<file path="config.mk">
export PLATFORM = sky130hd
export DESIGN_NAME = aurora_pattern_word
export DESIGN_NICKNAME = d
export VERILOG_FILES = /design/src/rtl/aurora_pkg.sv /design/src/rtl/aurora_pattern_word.sv
export SDC_FILE = /design/constraint.sdc
export NUM_CORES = 1
export LEC_CHECK = 0
export CORE_MARGIN = 2
export CORE_UTILIZATION = 34
export DETAILED_ROUTE_END_ITERATION = 7
export MAX_ROUTING_LAYER = met4
export PLACE_DENSITY_LB_ADDON = 0.12
export SYNTH_ARGS = -nofsm -noshare
export SYNTH_HDL_FRONTEND = slang
export SYNTH_SLANG_ARGS = --single-unit
</file>
<file path="constraint.sdc">
create_clock -name vclk -period 3.3
set_input_delay 0.66 -clock vclk [all_inputs]
set_output_delay 0.66 -clock vclk [all_outputs]
set_load 0.02 [all_outputs]
</file>
<file path="src/rtl/aurora_pkg.sv">
// Shared constants and types for the Aurora LocalLink frame checker and its
// matching pattern generator.
package aurora_pkg;

  localparam int          NLANE      = 3;
  localparam logic [15:0] HDR_MARKER = 16'hA55A;

  typedef enum logic [2:0] {
    ERR_NONE    = 3'd0,
    ERR_FRAMING = 3'd1,
    ERR_HDR     = 3'd2,
    ERR_LEN     = 3'd3,
    ERR_SEQ     = 3'd4,
    ERR_DATA    = 3'd5
  } err_code_e;

  typedef enum logic [1:0] {
    ST_IDLE    = 2'd0,
    ST_PAYLOAD = 2'd1,
    ST_DISCARD = 2'd2
  } state_e;

endpackage

</file>
<file path="src/rtl/aurora_pattern_word.sv">
// Expected payload word k of a frame starting at seq: (seq+k) mod 2^16 on every lane.
module aurora_pattern_word #(
  parameter int NLANE = aurora_pkg::NLANE
) (
  input  logic [15:0]         seq_i,
  input  logic [15:0]         k_i,
  output logic [16*NLANE-1:0] word_o
);
  logic [15:0] lane;

  assign lane   = seq_i + k_i;
  assign word_o = {NLANE{lane}};
endmodule

</file>
# Word-level counts from Yosys, hierarchy flattened
# Index checks and enable logic that the tools add are counted.
dict set report classes {
  add_sub_neg 1
}
# operator count
set op_table {}
lappend op_table {{16-bit adder} 1}
dict set report totals {
  input_bits 32
  out_inout_bits 48
  register_bits 0
  elab_cells 1
}

# Logic depth before layout (Yosys ltp)
# Gate-level depths: netlist of run 1.
dict set report depth {
  word_depth 1
  depth_mapped 8
  ltp_nobuf 7
}

# Worst setup path before layout of run 1
# OpenSTA, ideal clock, no wires.
dict set report synth_timing {
  path_type {input to output}
  startpoint {in seq_i[0]}
  endpoint {out word_o[26]}
  slack_ps -127
  t_required_ps 2640
  path_stages 7
  n_path_buf 1
  t_arrival_ps 2767
  cell_sequence {ha_1 fa_1 a21o_2 a311oi_2 nor3_1 nor3_1 buf_4}
}
dict set report synth_via {
  elab_chain_cells 1
}
# element line
set synth_lines {}
lappend synth_lines {{start, declared} aurora_pattern_word.sv:5} ;# input logic [15:0] seq_i,
lappend synth_lines {{16-bit adder} aurora_pattern_word.sv:11} ;# assign lane = seq_i + k_i;
lappend synth_lines {{end, declared} aurora_pattern_word.sv:7} ;# output logic [16*NLANE-1:0] word_o
# Every way passes these cells.

# Final worst setup path of run 1
dict set report layout_timing {
  startpoint {in seq_i[3]}
  endpoint {out word_o[27]}
}
# Same word-level chain as after synthesis.

==> results of run 1 <==
==> per-stage QoR <==
stage / std cells / cell area (um^2)
finish: 251 / 1970
global placement: 247 / 1870
floorplan: 130 / 985
global route: 251 / 1970
detailed placement: 247 / 1870
CTS: 250 / 1900
==> synth_stat cells, drive strengths merged <==
cell type / number / area, um^2
and3: 1 / 6.26
a311oi: 2 / 23.8
xnor2: 10 / 87.6
nand2: 9 / 33.8
nor3: 3 / 15.0
o211ai: 3 / 22.5
a211o: 1 / 8.76
nor2b: 2 / 12.5
inv: 3 / 11.3
a211oi: 1 / 7.51
nor2: 2 / 7.51
a31oi: 1 / 6.26
xor2: 5 / 43.8
nor3b: 1 / 7.51
o41ai: 1 / 16.3
buf: 32 / 240
o21bai: 2 / 15.0
o21ai: 8 / 40.0
mux2i: 1 / 10.0
fa: 1 / 20.0
a21o: 3 / 23.8
a21oi: 17 / 85.1
or2: 1 / 6.26
ha: 15 / 188
nand3: 4 / 20.0
o22ai: 1 / 6.26
==> cell type report <==
type	instances	area share
timing repair buffer	122	0.526
multi-input combinational	95	0.449
tap	31	0.0197
inverter	3	0.00571
==> worst min-delay path, stage by stage <==
cell and delay (ps):
dlymetal6s2s_1 130, ha_4 150, buf_4 130, xor2_1 100
clkbuf_2 160
==> worst max path at each step <==
stage | startpoint | endpoint | slack, ps | cells after the start
after floorplan | seq_i[0] | word_o[24] | -2 | 7
after global placement | seq_i[0] | word_o[12] | -850 | 9
after detailed placement | seq_i[0] | word_o[30] | -880 | 10
after CTS | k_i[0] | word_o[28] | -50 | 9
after global routing | k_i[2] | word_o[27] | -130 | 9
final | seq_i[3] | word_o[27] | 2 | 8
==> what timing repair did <==
item                       in CTS  in global routing
setup endpoints to repair      42                 29
buffers inserted                3                  1
resized for setup             125                 59
hold endpoints to repair        0                  0
pin swaps                      12                 11
==> routing by layer <==
layer  global-route usage  routed length [um]
met1                0.234                1250
met5                    -                   0
met3               0.0113                 214
met4               0.0266                  31
met2                0.361                1700
==> report_power, final <==
group | leakage (nW) | internal (mW) | switching (mW)
clock network | 0 | 0 | 0
logic | 0.944 | 0.305 | 0.340
registers | 0 | 0 | 0
total | 0.944 | 0.305 | 0.340
==> cell families (layout without fill, tap and decap cells) <==
group,count (synthesis),in the layout
XOR/XNOR,15,15
multiplexers,1,1
AND/OR/NAND/NOR,23,23
adder cells (fa/ha/maj),16,16
AO/OA/AOI/OAI,40,40
buffers and inverters,35,125
==> impl_metrics.xml, run 1 <==
<?xml version="1.0" encoding="UTF-8"?>
<metrics>
  <group name="die">
    <metric name="fp.dieH" unit="um">57.3</metric>
    <metric name="fp.dieArea" unit="mm^2">0.00328</metric>
    <metric name="design.portCount" unit="">80</metric>
    <metric name="die-width" unit="um">57.3</metric>
    <metric name="starting_utilization_of_the_core_area" unit="">0.353</metric>
    <metric name="core_region_area" unit="mm^2">0.00273</metric>
    <metric name="site_rows" unit="">19</metric>
  </group>
  <group name="critical_path">
    <metric name="crit_path_start_kind" unit="">primary input</metric>
    <metric name="critical_path.n_buffers_inverters" unit="">3</metric>
    <metric name="worstSetupEndpointType" unit="">output pin</metric>
    <metric name="max_stage_delay" unit="ps">400</metric>
    <metric name="critical-path-slowest-cell" unit="">clkdlybuf4s50_1</metric>
    <metric name="worst_path_dominant_cell_family" unit="">buffers and inverters</metric>
    <metric name="critPathArrivalTime" unit="ps">2640</metric>
    <metric name="timing.critical_path.fanout_max" unit="">3</metric>
    <metric name="timing.critical_path.cells" unit="">clkdlybuf4s50_1 &gt; ha_2 &gt; a21o_1 &gt; buf_4 &gt; o21ai_0 &gt; o211ai_1 &gt; xnor2_1 &gt; dlygate4sd2_1</metric>
    <metric name="critPathKind" unit="">in -&gt; out</metric>
    <metric name="worst_ep_required_time" unit="ps">2640</metric>
  </group>
  <group name="pwr">
    <metric name="final_total_power" unit="mW">0.645</metric>
    <metric name="p_per_area" unit="mW/mm^2">327</metric>
    <metric name="vdd.ir_drop.worst" unit="mV">0.251</metric>
    <metric name="power_leakage" unit="nW">0.944</metric>
  </group>
  <group name="sta">
    <metric name="rsz_0062_raised_after_global_routing" unit="">yes</metric>
    <metric name="hold_slack_final" unit="ps">2000</metric>
    <metric name="timing.final.ws_setup" unit="ps">1.65</metric>
    <metric name="worst-slew-pin-transition" unit="ps">400</metric>
    <metric name="timing.final.max_slew_violations" unit="">0</metric>
    <metric name="max_clock_freq" unit="MHz">303</metric>
    <metric name="max-slew-margin-rel" unit="">0.732</metric>
    <metric name="period_needed" unit="ps">3300</metric>
    <metric name="finalCritPeriodShare" unit="">1.00</metric>
    <metric name="hold_violations_final" unit="">0</metric>
    <metric name="setup_viol_count_final" unit="">0</metric>
    <metric name="fin_setup_tns" unit="ps">0</metric>
  </group>
  <group name="routing">
    <metric name="dr.pass1.iters" unit="">4</metric>
    <metric name="postRouteWirelength" unit="um">3200</metric>
    <metric name="route.detailed.vias_per_inst" unit="">4.81</metric>
    <metric name="dr.first_iter.drc_count" unit="">9</metric>
    <metric name="detailroute.via_count" unit="">1207</metric>
    <metric name="wire_per_inst" unit="um">12.7</metric>
    <metric name="drc_errors" unit="">0</metric>
    <metric name="postRouteAntennaNets" unit="">0</metric>
  </group>
  <group name="synth">
    <metric name="postSynthAreaPerCell" unit="um^2">7.42</metric>
    <metric name="syn_nets" unit="">178</metric>
    <metric name="postSynthCellCount" unit="">130</metric>
    <metric name="synth.cell_area" unit="um^2">965</metric>
    <metric name="synthesis.yosys.warnings" unit="">0</metric>
    <metric name="post_synth_xor_area_fraction" unit="">0.136</metric>
    <metric name="synthSimpleGateAreaFrac" unit="">0.113</metric>
    <metric name="largest_family_of_logic_cells_by_synthesized_area" unit="">compound AO/OA/AOI/OAI gates</metric>
    <metric name="synth_mux_area_frac" unit="">0.0104</metric>
    <metric name="yosys.cell_types.count" unit="">28</metric>
    <metric name="synth_compound_area_frac" unit="">0.265</metric>
    <metric name="synth_fa_ha_area_frac" unit="">0.215</metric>
    <metric name="ys_seq_area_frac" unit="">0</metric>
  </group>
  <group name="flow_run">
    <metric name="max_cap_violations" unit="">0</metric>
  </group>
  <group name="cells_and_area">
    <metric name="nClkBuffers" unit="">0</metric>
    <metric name="insertedDiodeCount" unit="">0</metric>
    <metric name="layout-drive-gt1-share" unit="">0.432</metric>
    <metric name="final_common_cell" unit="">buf_4</metric>
    <metric name="num-fill-cells" unit="">236</metric>
    <metric name="layout.sequential_cells" unit="">0</metric>
    <metric name="multi_input_area" unit="um^2">885</metric>
    <metric name="ff_latch_area" unit="um^2">0</metric>
    <metric name="layout_common_cells" unit="">buf_4 (54), clkdlybuf4s50_1 (31), dlygate4sd2_1 (15), a21oi_1 (13)</metric>
    <metric name="final_util" unit="">0.721</metric>
    <metric name="layout.nets" unit="">270</metric>
    <metric name="area.growth.synth_to_final" unit="%">104</metric>
  </group>
  <group name="placed_design">
    <metric name="place_ws" unit="ps">-876</metric>
    <metric name="portBuffers" unit="">80</metric>
    <metric name="gp_routability_congestion" unit="">0.862</metric>
    <metric name="dp_hpwl" unit="um">2490</metric>
  </group>
  <group name="hold_path">
    <metric name="min_to" unit="">word_o[24]</metric>
    <metric name="min_path_cells" unit="">5</metric>
    <metric name="worst_hold_start" unit="">seq_i[8]</metric>
    <metric name="holdCritPathClass" unit="">in -&gt; out</metric>
  </group>
  <group name="outcome">
    <metric name="status" unit="">completed</metric>
  </group>
  <group name="clock_network">
    <metric name="post_cts_hold_buffer_count" unit="">0</metric>
  </group>
  <group name="grt">
    <metric name="grt_util_all_layers" unit="">0.194</metric>
    <metric name="grt_overflow_total" unit="">0</metric>
    <metric name="pin_count_of_the_biggest_net_entering_global_routing" unit="">6</metric>
    <metric name="grt_pass1_vias" unit="">1204</metric>
    <metric name="antenna_violations_before_repair" unit="">0</metric>
    <metric name="grt_pass1_wl" unit="um">5120</metric>
  </group>
</metrics>
No activity file was read; power rests on OpenSTA's default activity.
==> inputs of run 2 (changes only) <==
CAP_MARGIN = 20   (was not set)
==> results of run 2 <==
Final layout, timing and power as in run 1 (identical DEF).
